<file path="src/rtl/mac_pe.sv">
// mac_pe: multiply-accumulate processing element for a systolic matrix array.
//
// Operands a (west) and b (north) are forwarded east/south through one
// register stage. When both are valid ("fire"), their product is accumulated
// into a dot product that ends with a_last_i. The finished sum is held in a
// result register until a drain phase shifts it out along the c chain.
//
// Ports:
//   clk, reset_n                    clock, asynchronous active-low reset
//   a_i/a_valid_i/a_last_i          west operand, valid, end-of-dot-product
//   b_i/b_valid_i                   north operand, valid
//   a_o/a_valid_o/a_last_o          registered west operand to east neighbour
//   b_o/b_valid_o                   registered north operand to south neighbour
//   drain_i                         level, result drain phase active
//   c_i/c_valid_i                   result chain from upstream PE
//   c_o/c_valid_o                   result chain to downstream PE
//   ovf_o                           overflow seen in most recently completed result
//   busy_o                          partial sum or product in flight
//   err_o                           sticky: result overwritten before drained
module mac_pe #(
    parameter int DATA_WIDTH = 8,
    parameter int ACC_WIDTH  = 32,
    parameter int SIGNED     = 1,
    parameter int SATURATE   = 1,
    parameter int PIPE_MUL   = 1
) (
    input  logic                  clk,
    input  logic                  reset_n,
    input  logic [DATA_WIDTH-1:0] a_i,
    input  logic                  a_valid_i,
    input  logic                  a_last_i,
    input  logic [DATA_WIDTH-1:0] b_i,
    input  logic                  b_valid_i,
    output logic [DATA_WIDTH-1:0] a_o,
    output logic                  a_valid_o,
    output logic                  a_last_o,
    output logic [DATA_WIDTH-1:0] b_o,
    output logic                  b_valid_o,
    input  logic                  drain_i,
    input  logic [ACC_WIDTH-1:0]  c_i,
    input  logic                  c_valid_i,
    output logic [ACC_WIDTH-1:0]  c_o,
    output logic                  c_valid_o,
    output logic                  ovf_o,
    output logic                  busy_o,
    output logic                  err_o
);
    localparam int PW = 2 * DATA_WIDTH;
    localparam logic [0:0] ST_IDLE = 1'b0;
    localparam logic [0:0] ST_RUN  = 1'b1;

    logic                 fire;
    logic [PW-1:0]        prod_raw;
    logic [ACC_WIDTH-1:0] prod_ext;
    logic                 p_vld, p_last, stage_vld;
    logic [ACC_WIDTH-1:0] p_val;
    logic [0:0]           state;
    logic [ACC_WIDTH-1:0] acc, result, base, sum_w, sat_val, sum_sat;
    logic [ACC_WIDTH:0]   sum_x;
    logic                 acc_ovf, ovf_now, ovf_run, res_valid;
    logic                 drain_q, load;

    assign fire = a_valid_i & b_valid_i;

    // Operand forwarding: unconditional, one cycle.
    always_ff @(posedge clk or negedge reset_n) begin
        if (!reset_n) begin
            a_o       <= '0;
            a_valid_o <= 1'b0;
            a_last_o  <= 1'b0;
            b_o       <= '0;
            b_valid_o <= 1'b0;
        end else begin
            a_o       <= a_i;
            a_valid_o <= a_valid_i;
            a_last_o  <= a_last_i;
            b_o       <= b_i;
            b_valid_o <= b_valid_i;
        end
    end

    // Full-width product, then sign/zero extension to the accumulator width.
    generate
        if (SIGNED != 0) begin : g_smul
            logic signed [PW-1:0] a_x, b_x;
            assign a_x      = PW'($signed(a_i));
            assign b_x      = PW'($signed(b_i));
            assign prod_raw = a_x * b_x;
            assign prod_ext = ACC_WIDTH'($signed(prod_raw));
        end else begin : g_umul
            assign prod_raw = PW'(a_i) * PW'(b_i);
            assign prod_ext = ACC_WIDTH'(prod_raw);
        end
    endgenerate

    generate
        if (PIPE_MUL != 0) begin : g_pipe
            always_ff @(posedge clk or negedge reset_n) begin
                if (!reset_n) begin
                    p_vld  <= 1'b0;
                    p_last <= 1'b0;
                    p_val  <= '0;
                end else begin
                    p_vld  <= fire;
                    p_last <= fire & a_last_i;
                    if (fire) p_val <= prod_ext;
                end
            end
            assign stage_vld = p_vld;
        end else begin : g_comb
            assign p_vld     = fire;
            assign p_last    = fire & a_last_i;
            assign p_val     = prod_ext;
            assign stage_vld = 1'b0;
        end
    endgenerate

    // In IDLE the base is zero, so the first product loads directly.
    always_comb begin
        base    = (state == ST_RUN) ? acc : '0;
        sum_x   = {1'b0, base} + {1'b0, p_val};
        sum_w   = sum_x[ACC_WIDTH-1:0];
        sat_val = '1;
        ovf_now = sum_x[ACC_WIDTH];
        if (SIGNED != 0) begin
            // Signed overflow: like-signed operands giving an opposite-signed sum.
            ovf_now = (base[ACC_WIDTH-1] == p_val[ACC_WIDTH-1]) &&
                      (sum_w[ACC_WIDTH-1] != base[ACC_WIDTH-1]);
            sat_val = base[ACC_WIDTH-1] ? {1'b1, {(ACC_WIDTH-1){1'b0}}}
                                        : {1'b0, {(ACC_WIDTH-1){1'b1}}};
        end
        sum_sat = (ovf_now && SATURATE != 0) ? sat_val : sum_w;
        ovf_run = ((state == ST_RUN) & acc_ovf) | ovf_now;
    end

    // Drain load happens on the first cycle of a drain phase.
    assign load = drain_i & ~drain_q;

    always_ff @(posedge clk or negedge reset_n) begin
        if (!reset_n) begin
            state     <= ST_IDLE;
            acc       <= '0;
            acc_ovf   <= 1'b0;
            result    <= '0;
            res_valid <= 1'b0;
            ovf_o     <= 1'b0;
            err_o     <= 1'b0;
        end else begin
            if (p_vld) begin
                if (p_last) begin
                    result  <= sum_sat;
                    ovf_o   <= ovf_run;
                    state   <= ST_IDLE;
                    acc_ovf <= 1'b0;
                    // A completing result that lands on the load cycle is safe:
                    // the old one is leaving through the chain.
                    if (res_valid && !load) err_o <= 1'b1;
                end else begin
                    acc     <= sum_sat;
                    acc_ovf <= ovf_run;
                    state   <= ST_RUN;
                end
            end
            res_valid <= (p_vld & p_last) | (res_valid & ~load);
        end
    end

    always_ff @(posedge clk or negedge reset_n) begin
        if (!reset_n) begin
            drain_q   <= 1'b0;
            c_o       <= '0;
            c_valid_o <= 1'b0;
        end else begin
            drain_q <= drain_i;
            if (load) begin
                c_o       <= res_valid ? result : '0;
                c_valid_o <= res_valid;
            end else if (drain_i) begin
                c_o       <= c_i;
                c_valid_o <= c_valid_i;
            end else begin
                c_valid_o <= 1'b0;
            end
        end
    end

    assign busy_o = (state == ST_RUN) | stage_vld;

endmodule

</file>
<file path="config.mk">
export PLATFORM = sky130hd
export DESIGN_NAME = mac_pe
export DESIGN_NICKNAME = d
export VERILOG_FILES = /design/src/rtl/mac_pe.sv
export SDC_FILE = /design/constraint.sdc
export NUM_CORES = 1
export LEC_CHECK = 0
export ABC_AREA = 1
export BUFFER_PORTS_ARGS = -buffer_cell sky130_fd_sc_hd__clkbuf_2
export CORE_MARGIN = 2
export CORE_UTILIZATION = 61
export DETAILED_ROUTE_END_ITERATION = 12
export PLACE_DENSITY_LB_ADDON = 0.05
export SLEW_MARGIN = 25
export SYNTH_ARGS = -nofsm -noshare
export SYNTH_HDL_FRONTEND = slang
export SYNTH_SLANG_ARGS = --single-unit
</file>
<file path="constraint.sdc">
create_clock -name clk -period 3.2 [get_ports clk]
set_input_delay 0 -clock clk [delete_from_list [all_inputs] [get_ports clk]]
set_output_delay 0 -clock clk [all_outputs]
set_load 0.1 [all_outputs]
</file>
# ---- After elaboration in Yosys (flattened, before gate mapping)
# Cells that the tools add are included.
# W data, S select, Z words.
dict set report word_totals {
  reg_bits 140
  inputBits 55
  out_inout_bits 55
  elab_cells 51
}
dict set report op_classes {
  add_sub_neg 1
  mul 1
  n_eq_ne 2
  muxes 10
  bitwise 12
  reduce_logical 7
}
# op n
set op_table {}
lappend op_table {{$mux W32} 6}
lappend op_table {{$add A32 B32 Y32} 1}
lappend op_table {{$mul A8 B8 Y16} 1}
lappend op_table {{$and A1 B1 Y1} 6}
lappend op_table {{$mux W1} 4}
lappend op_table {{$reduce_and A2 Y1} 2}
lappend op_table {{$not A1 Y1} 3}
lappend op_table {{$or A1 B1 Y1} 3}
lappend op_table {{$reduce_and A3 Y1} 1}
lappend op_table {{$logic_and A1 B1 Y1} 2}
lappend op_table {{$reduce_bool A2 Y1} 1}
lappend op_table {{$eq A1 B1 Y1} 1}
lappend op_table {{$logic_not A1 Y1} 1}
lappend op_table {{$ne A1 B1 Y1} 1}

# ---- Longest topological paths before layout
# Gate-level depths: netlist of the first run.
dict set report logic_depth {
  depth_word 6
  depth_mapped 21
  depth_no_buf 20
}

# ---- Worst setup path after synthesis of the first run
# OpenSTA, ideal clock, no wires.
dict set report synth_timing {
  path_kind {input -> register}
  from {in b_i[2]}
  to {reg p_val[15] (netlist name)}
  setup_time_ns 0.066
  t_arrival_ns 3.825
  required_time_ns 3.134
  setup_slack_ns -0.691
  stages 20
  n_path_buf 1
  path_cell_list {clkbuf_1 nand2_1 inv_1 fa_1 inv_1 fa_1 inv_1 fa_1 inv_1 fa_1 inv_1 ha_1 inv_1 nor3_1 nand3_1 nand3_1 inv_1 nand3_1 nand3_1 nand2_1}
}
dict set report synth_via {
  elab_chain_cells 1
}
# item line
set synth_rtl {}
lappend synth_rtl {{start, declared} 32} ;# input logic [DATA_WIDTH-1:0] b_i,
lappend synth_rtl {{$mul A8 B8 Y16} 88} ;# assign prod_raw = a_x * b_x;
# Every way passes these cells.
# A chain may end at the register's enable or synchronous reset.

# ---- Worst setup path in the final report of the first run
dict set report layout_timing {
  from {in a_i[7]}
  to {reg p_val[15] (netlist name)}
}
dict set report layout_via {
  elab_chain_cells 1
}
# item line
set layout_rtl {}
lappend layout_rtl {{start, declared} 29} ;# input logic [DATA_WIDTH-1:0] a_i,
lappend layout_rtl {{$mul A8 B8 Y16} 88}
# Every way passes these cells.

==> impl_metrics.tcl, run 1 <==
set metrics [dict create \
    pin_count 110 \
    antenna_found_initial 0 \
    grt_pass1_vias 9736 \
    synthArstFlopShare 1.00 \
    setup_tns_ns -0.0946 \
    max_stage_delay_ns 0.66 \
    ir_worst_vdd_uv 793 \
    synthAdderAreaFrac 0.174 \
    synth-simple-area-share 0.274 \
    syn_area_um2 10800 \
    postRouteAntennaNets 0 \
    netlist_instances 1497 \
    fp.dieW_um 137 \
    cts-root-buf "clkbuf_16" \
    cts_tree "done" \
    die-area_um2 18800 \
    worstMarginPinSlew_ns 0.938 \
    post-place-ws_ns -0.596 \
    synth_top_area_frac 0.325 \
    violations "setup timing" \
    area_growth_pct 25.3 \
    clock-sinks 140 \
    grt_pass1_wl_um 47800 \
    crit_arrival_ns 3.62 \
    gr-total-overflow 0 \
    final_hold_viol_count 0 \
    yosys_warnings 0 \
    synth_fp_nets 1668 \
    avgViaCountPerCell 5.26 \
    fin_skew_ns 0.00801 \
    firstDrtPassIters 8 \
    clk_latency_ns 0.42 \
    crit_slowest_cell "fa_2" \
    nets 1858 \
    slew_headroom 0.375 \
    power-per-cell-area_nw_per_um2 1010 \
    synth_xor_area_frac 0.0203 \
    die_y_um 137 \
    place_area_um2 12000 \
    synthTopCellsByCount "nand2_1 (541), inv_1 (292), dfrtp_1 (140)" \
    yosysSeqAreaShare 0.325 \
    setup_viol 2 \
    fin_cells 1925 \
    period_share 1.02 \
    grt_max_degree 97 \
    drive_gt1_frac 0.195 \
    synth_enable_flop_cells 0 \
    grt_use_total 0.324 \
    leakage_nw 7.66 \
    routed_wl_um 29000 \
    cp_max_fo 5 \
    n_antenna_cell 0 \
    synth_compound_area_frac 0.0819 \
    ff2ff_setup_slack_ns 0.22 \
    synth_top_family_by_area "simple AND/OR/NAND/NOR gates" \
    place.gp.congestion 0.995 \
    clock_path_buffers 2 \
    yosysTopAreaCell "dfrtp_1" \
    synth-main-ff-cell "dfrtp_1" \
    holdCritPathClass "primary input to register" \
    synth-seq-cells 140 \
    yosysUniqueCellTypes 36 \
    drc 0 \
    num_vias 10100 \
    drt-initial-drc-count 980 \
    setup_ws_ns -0.0650 \
    syn_avg_cell_area_um2 7.20 \
    clk_pin_slew_ns 0.07 \
    period_needed_ns 3.26 \
    slew_viol_final 0 \
    whs_ns 0.0831 \
    cpMostUsedCell "inv_2" \
    worstPathCellList "clkbuf_16 -> nand2_4 -> inv_2 -> fa_2 -> inv_2 -> fa_2 -> inv_2 -> fa_1 -> inv_2 -> fa_1 -> inv_2 -> ha_4 -> inv_6 -> nor3_4 -> nand2_1 -> nand3_2 -> inv_1 -> nand3_1 -> nand3_1 -> nand2_1" \
    io_buffers 109 \
    max_freq_mhz 306 \
    htreeDepth 4 \
    grt_setup_unrepaired "yes" \
    core-area_um2 17300 \
    yosys-top-cells-area "dfrtp_1 (32%), nand2_1 (19%), fa_1 (10%), inv_1 (10%), ha_1 (7.0%)" \
    cap_violations 0 \
    numCtsBuffers 17 \
    synthMuxAreaShare 0 \
    hpwl_um 21000 \
    status "finished, violations left" \
    critPathRequiredTime_ns 3.56 \
    start_util 0.623 \
    final_cell_area_um2 13500 \
    cp-start-kind "primary input" \
    rows 48 \
    critPathKind "primary input to register" \
    routedWlPerCell_um 15.1 \
    worstSetupEndpointType "register" \
    post-synth-top-count-cell "nand2_1" \
    dpl.cell_count 1835 \
]
[cell families after synthesis]
| logic type | Yosys count |
|---|---|
| flip-flops | 140 |
| AND/OR/NAND/NOR | 723 |
| XOR/XNOR | 25 |
| adder cells (fa/ha/maj) | 116 |
| buffers and inverters | 348 |
| AO/OA/AOI/OAI | 145 |
[where the power goes]
group	leakage, nW	internal [W]	switching (W)
Combinational	5.67	0.00336	0.00574
Clock	0.272	0.00103	0.000880
Sequential	1.72	0.00231	0.000382
[cell usage in the layout (no fill, tap or decap), types with 11 or more instances in the layout]
cell type / netlist / final
dfrtp_1: 140 / 140
ha_4: 0 / 11
inv_1: 292 / 261
a31oi_1: 20 / 18
nand4_1: 13 / 13
a22oi_1: 32 / 32
xnor2_1: 13 / 13
nand2_2: 16 / 26
dlygate4sd3_1: 0 / 54
nand2_1: 541 / 525
fa_1: 56 / 51
a21oi_1: 25 / 20
clkbuf_2: 0 / 95
inv_2: 1 / 27
xor2_1: 12 / 12
clkbuf_16: 0 / 18
ha_1: 60 / 49
o21ai_0: 52 / 43
nand3_1: 54 / 49
buf_4: 2 / 58
nor2_1: 69 / 65
[state kept, by name, summed over array words and instances, names as in the netlist, 8 cells and up]
register	flops
a_o	8
b_o	8
p_val	16
result	32
c_o	32
acc	32
[per-layer routing]
layer,share of wire,global-route usage
met1,0.46,0.480
met4,0.013,0.0636
met5,0,0
met2,0.45,0.499
met3,0.080,0.0604
[final timing paths]
kind | from | endpoint | depth (start not counted)
min in group asynchronous | reset_n | b_o[3] | 2
setup reg to reg | p_val[15] | acc[11] | 12
hold / removal | a_i[0] | p_val[0] | 4
setup / recovery | a_i[7] | p_val[15] | 20
hold reg to reg | acc[28] | acc[28] | 2
max in group asynchronous | reset_n | c_o[16] | 3
[through the flow]
| stage | util | power [W] |
|---|---|---|
| 2_1_floorplan | - | 0.00865 |
| 3_3_place_gp | 0.694 | 0.0107 |
| 3_5_place_dp | 0.694 | 0.0108 |
| 4_1_cts | 0.768 | 0.0131 |
| 5_1_grt | 0.781 | 0.0149 |
| 6_report | 0.781 | 0.0137 |
[area by class of cell]
| type | count | area [um^2] |
|---|---|---|
| Tap cell | 225 | 282 |
| Clock buffer | 17 | 425 |
| Timing Repair Buffer | 224 | 1680 |
| Clock inverter | 15 | 150 |
| Inverter | 295 | 1120 |
| Sequential cell | 140 | 3500 |
| Multi-Input combinational cell | 1009 | 6350 |
| Fill cell | 1249 | 3790 |
[worst max-delay path, delay by kind of cell]
kind	cells	cell delay [ns]
buf+inv	8	0.49
simple gates	7	0.67
fa+ha+maj	5	2.47
[repair_timing]
| action | in CTS | in global routing |
|---|---|---|
| hold endpoints to repair | 148 | 0 |
| gates resized for setup | 33 | 76 |
| hold buffers | 54 | 0 |
| pin swaps | 19 | 45 |
| gates cloned | 0 | 1 |
| endpoints found under the setup margin | 8 | 14 |
| setup buffers | 1 | 2 |
(Power assumes the default switching activity.)
==> inputs of run 2 (changes only) <==
Settings changed: CORE_ASPECT_RATIO set to 1.25, CTS_CLUSTER_SIZE set to 16.
==> run 2 against run 1 <==
Effect of this change: the flow still finishes with violations (setup timing); sequential power is essentially flat; non-clock buffer count grew 8; via count grew 1.8%; fmax shrank 0.69%; critical path depth grew 1; utilization grew 0.47 points; count of clock-buffer cells in the layout grew 2; combinational power grew 2%; hold slack lost 0.057 ns; wire length grew 11%; critical endpoint is now p_val[13].
==> impl_metrics.tcl, run 2 (synthesized netlist as in run 1, its figures left out) <==
set metrics [dict create \
    clock_path_buffers 2 \
    numCtsBuffers 17 \
    rows 54 \
    postRouteAntennaNets 0 \
    cp_max_fo 7 \
    worstMarginPinSlew_ns 0.871 \
    nets 1866 \
    period_share 1.03 \
    die-area_um2 18800 \
    antenna_found_initial 0 \
    drt-initial-drc-count 678 \
    n_antenna_cell 0 \
    whs_ns 0.0257 \
    critPathRequiredTime_ns 3.50 \
    final_common_cell "nand2_1" \
    area_growth_pct 26.5 \
    grt_pass1_vias 10700 \
    period_needed_ns 3.29 \
    setup_viol 3 \
    core-area_um2 17400 \
    nFillCells 1247 \
    final_cell_mix "nand2_1 (522), inv_1 (265), dfrtp_1 (140), clkbuf_2 (95), nor2_1 (65)" \
    leakage_nw 7.74 \
    routedWlPerCell_um 16.7 \
    setup_tns_ns -0.181 \
    slew_viol_final 0 \
    fin_cells 1932 \
    worstSetupEndpointType "register" \
    hpwl_um 23200 \
    violations "setup timing" \
    final_hold_viol_count 0 \
    fin_skew_ns 0.00948 \
    gr-usage-met1 0.353 \
    status "finished, violations left" \
    cp-start-kind "primary input" \
    firstDrtPassIters 7 \
    drc 0 \
    power_w 0.0140 \
    die_y_um 153 \
    met2_usage 0.660 \
    cap_violations 0 \
    grt_use_total 0.354 \
    clock-sinks 140 \
    critPathKind "primary input to register" \
    htreeDepth 4 \
    top_regs "acc x32, c_o x32, result x32" \
    grt_max_degree 96 \
    use_met3 0.0516 \
    dpl.cell_count 1838 \
    avgViaCountPerCell 5.34 \
    holdCritPathClass "primary input to register" \
    power-per-cell-area_nw_per_um2 1030 \
    cts-root-buf "clkbuf_16" \
    num_vias 10300 \
    grt_pass1_wl_um 51100 \
    pin_count 110 \
    grt-busiest-layer "met2" \
    setup_ws_ns -0.0877 \
    drive_gt1_frac 0.199 \
    gr-total-overflow 0 \
    slew_headroom 0.419 \
    clk_pin_slew_ns 0.06 \
    crit_arrival_ns 3.59 \
    cts_tree "done" \
    fp.dieW_um 123 \
    io_buffers 109 \
    max_freq_mhz 304 \
    clk_latency_ns 0.42 \
    grt_setup_unrepaired "yes" \
    routed_wl_um 32300 \
    multi_input_area_um2 6350 \
    start_util 0.621 \
    place.gp.congestion 0.947 \
    regArea_um2 3500 \
    ir_worst_vdd_uv 953 \
]
-- run 2: cell type report --
type | count | share of cell area
multi-input cells | 1009 | 0.465
inverters | 295 | 0.0829
clock buffers | 19 | 0.0317
well taps | 224 | 0.0205
clock inverters | 13 | 0.0133
repair buffers | 232 | 0.130
flip-flops and latches | 140 | 0.257
-- run 2: final timing paths --
path	startpoint	endpoint	slack, ns	depth (start not counted)
worst max register to register	state	result[28]	0.29	17
worst min-delay path	a_i[0]	p_val[0]	0.03	4
max in group asynchronous	reset_n	p_val[15]	2.18	3
worst max-delay path	a_i[7]	p_val[13]	-0.09	21
min in group asynchronous	reset_n	c_o[27]	0.23	2
worst min register to register	err_o	err_o	0.47	1
-- run 2: worst max-delay path, cell delays in order --
cell       delay [ns]
clkbuf_16        0.15
nand2_4          0.07
inv_4            0.03
fa_1             0.52
inv_1            0.05
fa_1             0.51
inv_2            0.05
fa_1             0.54
inv_2            0.04
fa_1             0.51
inv_2            0.05
ha_4             0.31
nand2_4          0.06
inv_2            0.06
a21boi_4         0.05
o21ai_2          0.20
nand3_2          0.12
nand2_2          0.07
nand2_1          0.04
nand3_1          0.06
nand2_1          0.07
-- run 2: power breakdown --
part / leakage [nW] / switching (W) / internal (W)
Combinational: 5.73 / 0.00586 / 0.00337
Clock: 0.291 / 0.000840 / 0.00125
Sequential: 1.72 / 0.000357 / 0.00231
Total: 7.74 / 0.00706 / 0.00694
-- run 2: layer usage --
layer,up-vias,wire [um]
li1,4949,-
met1,4861,11100
met2,360,17600
met3,150,1280
met4,0,2380
met5,-,0
-- run 2: per-stage QoR --
step           utilization  worst slack (ns)  cell area, um^2
3_3_place_gp         0.694            -0.535            12100
4_1_cts              0.771           -0.0197            13400
6_report             0.786           -0.0877            13600
3_5_place_dp         0.694            -0.660            12100
5_1_grt              0.786            -0.275            13600
2_1_floorplan            -            -0.239            11100
-- run 2: what timing repair did --
item                       in CTS  in global routing
gates resized for setup        37                 76
hold buffers                   54                  0
setup endpoints to repair       8                  9
pin swaps                      26                 47
hold endpoints to repair      148                  0
buffers inserted                3                  5
==> inputs of run 3 (changes only) <==
Settings changed: CAP_MARGIN set to 10, CORE_UTILIZATION 61 to 60, REMOVE_ABC_BUFFERS set to 1.
==> run 3 against run 2 <==
Effect of this change: the run still ends with setup timing left; clock power hardly changed; utilization is 1.4 points lower; hold slack better by 0.11 ns; count of clock-buffer cells in the layout is 1 lower; first-iteration DRC count is 8.1% lower; sequential power is 1% lower; via count is 1.9% lower; total power is 2.0% lower; setup slack worse by 0.044 ns; sequential share of layout area is 0.16 points higher; critical path type unchanged; largest cell class unchanged.
==> impl_metrics.tcl, run 3 (synthesized netlist as in run 1, its figures left out) <==
set metrics [dict create \
    n_antenna_cell 0 \
    numCtsBuffers 17 \
    cts_tree "done" \
    holdCritPathClass "primary input to register" \
    drive_gt1_frac 0.190 \
    critPathKind "primary input to register" \
    slew_viol_final 0 \
    grt_use_total 0.319 \
    p_seq_frac 0.192 \
    critical-path-top-delay-family "adder cells" \
    worstSetupEndpointType "register" \
    worst-path-buf-inv 6 \
    setup_viol 7 \
    p_comb_frac 0.657 \
    status "finished, violations left" \
    avgViaCountPerCell 5.22 \
    leakage_nw 7.74 \
    num_vias 10100 \
    cp-startpoint "b_i[4]" \
    ff2ff_setup_slack_ns 0.42 \
    rows 54 \
    power-per-cell-area_nw_per_um2 1010 \
    postRouteAntennaNets 0 \
    period_needed_ns 3.33 \
    worstPathCellList "clkbuf_4 -> nand2_2 -> inv_2 -> fa_2 -> inv_2 -> buf_4 -> fa_1 -> fa_1 -> fa_1 -> inv_2 -> ha_4 -> nand2_2 -> nor3_4 -> nand3_2 -> nand3_2 -> inv_1 -> nand3_1 -> nand3_1 -> nand2_1" \
    grt_pass1_wl_um 47700 \
    cp-start-kind "primary input" \
    fp.dieW_um 124 \
    clock_path_buffers 2 \
    cp_max_fo 6 \
    critPathRequiredTime_ns 3.58 \
    cap_violations 0 \
    reg2reg_from "state" \
    final_hold_viol_count 0 \
    clk_latency_ns 0.44 \
    crit_arrival_ns 3.71 \
    worstMarginPinSlew_ns 0.913 \
    fin_skew_ns 0.0104 \
    area_growth_pct 25.8 \
    period_share 1.04 \
    clockPowerShare 0.151 \
    p_int_w 0.00691 \
    grt_max_degree 94 \
    drt-initial-drc-count 623 \
    core-area_um2 17600 \
    fin_cells 1938 \
    io_buffers 109 \
    hpwl_um 20900 \
    clock-sinks 140 \
    slew_headroom 0.391 \
    clk_pin_slew_ns 0.07 \
    die-area_um2 19100 \
    pin_count 110 \
    crit_cells 19 \
    netSwitchingPower_w 0.00680 \
    r2r_cells 17 \
    routed_wl_um 30000 \
    max_freq_mhz 300 \
    die_y_um 154 \
    final_cell_mix "nand2_1 (528), inv_1 (273), dfrtp_1 (140), clkbuf_2 (98), buf_4 (67)" \
    grt_pass1_vias 10100 \
    top_regs "acc x32, c_o x32, result x32" \
    gr-total-overflow 0 \
    setup_ws_ns -0.131 \
    ir_worst_vdd_uv 561 \
    nets 1872 \
    dpl.cell_count 1850 \
    cts-root-buf "clkbuf_16" \
    htreeDepth 4 \
    swShare 0.496 \
    final_common_cell "nand2_1" \
    violations "setup timing" \
    routedWlPerCell_um 15.5 \
    cp-endpoint "p_val[15]" \
    max_stage_delay_ns 0.60 \
    antenna_found_initial 0 \
    start_util 0.614 \
    crit_slowest_cell "fa_2" \
    place.gp.congestion 0.962 \
    drc 0 \
    firstDrtPassIters 5 \
    r2r_end "acc[16]" \
    grt_setup_unrepaired "yes" \
    utilization 0.772 \
]
==> run 3: worst min-delay path by stage <==
stage	startpoint	to	slack [ns]	depth (start not counted)
2_1_floorplan	reset_n	a_last_o	-0.30	0
3_3_place_gp	b_valid_i	b_valid_o	0.12	1
3_5_place_dp	a_valid_i	a_valid_o	0.12	1
4_1_cts	a_i[0]	p_val[2]	0.14	7
5_1_grt	a_i[0]	p_val[2]	0.16	7
6_report	a_i[0]	p_val[2]	0.13	7
==> run 3: power by group through the flow <==
stage / Clock, W / Sequential, W / Combinational, W
2_1_floorplan: 0 / 0.00304 / 0.00509
3_3_place_gp: 0 / 0.00262 / 0.00778
3_5_place_dp: 0 / 0.00264 / 0.00790
4_1_cts: 0.00209 / 0.00262 / 0.00849
5_1_grt: 0.00217 / 0.00269 / 0.0100
6_report: 0.00207 / 0.00263 / 0.00902
==> run 3: per-stage QoR <==
stage / total power (W) / hold WS (ns) / setup slack (ns) / cell area, um^2 / setup TNS, ns
after floorplan: 0.00812 / -0.296 / -0.582 / 10500 / -3.80
after global placement: 0.0104 / 0.124 / -0.749 / 12000 / -5.66
final: 0.0137 / 0.131 / -0.131 / 13600 / -0.424
after CTS: 0.0132 / 0.137 / -0.0530 / 13400 / -0.0677
after detailed placement: 0.0105 / 0.124 / -0.890 / 12000 / -6.60
after global routing: 0.0149 / 0.158 / -0.243 / 13600 / -1.48
==> run 3: layer usage <==
metal	share of wire	GRT usage	up-vias
li1	-	-	4974
met1	0.40	0.372	4745
met2	0.53	0.594	332
met3	0.043	0.0382	74
met4	0.028	0.104	0
met5	0	0	-
==> run 3: layout make-up <==
| class | instances | area (um^2) |
|---|---|---|
| well taps | 224 | 280 |
| inverters | 295 | 1110 |
| multi-input cells | 1009 | 6270 |
| clock buffers | 18 | 429 |
| clock inverters | 14 | 178 |
| flip-flops and latches | 140 | 3500 |
| fillers | 1271 | 4010 |
| repair buffers | 238 | 1780 |
==> run 3: repair_timing <==
action / CTS / global route
endpoints found under the setup margin: 8 / 8
setup buffers: 2 / 0
endpoints found under the hold margin: 148 / 0
resized for setup: 61 / 47
pin swaps: 29 / 20
hold buffers: 54 / 0
==> run 3: worst reg2reg max path, stage by stage (launching register included) <==
cell and delay [ns]:
dfrtp_1 0.37, buf_12 0.21, nand2_1 0.08, inv_1 0.06, ha_1 0.25, inv_1 0.08
fa_1 0.40, inv_1 0.17, nand3_1 0.10, nand3_1 0.15, nand2_1 0.07, nand2_1 0.14
a21oi_1 0.13, xor2_1 0.17, nand2_1 0.09, nand2_2 0.06, nand2_1 0.07, nand2_1 0.06
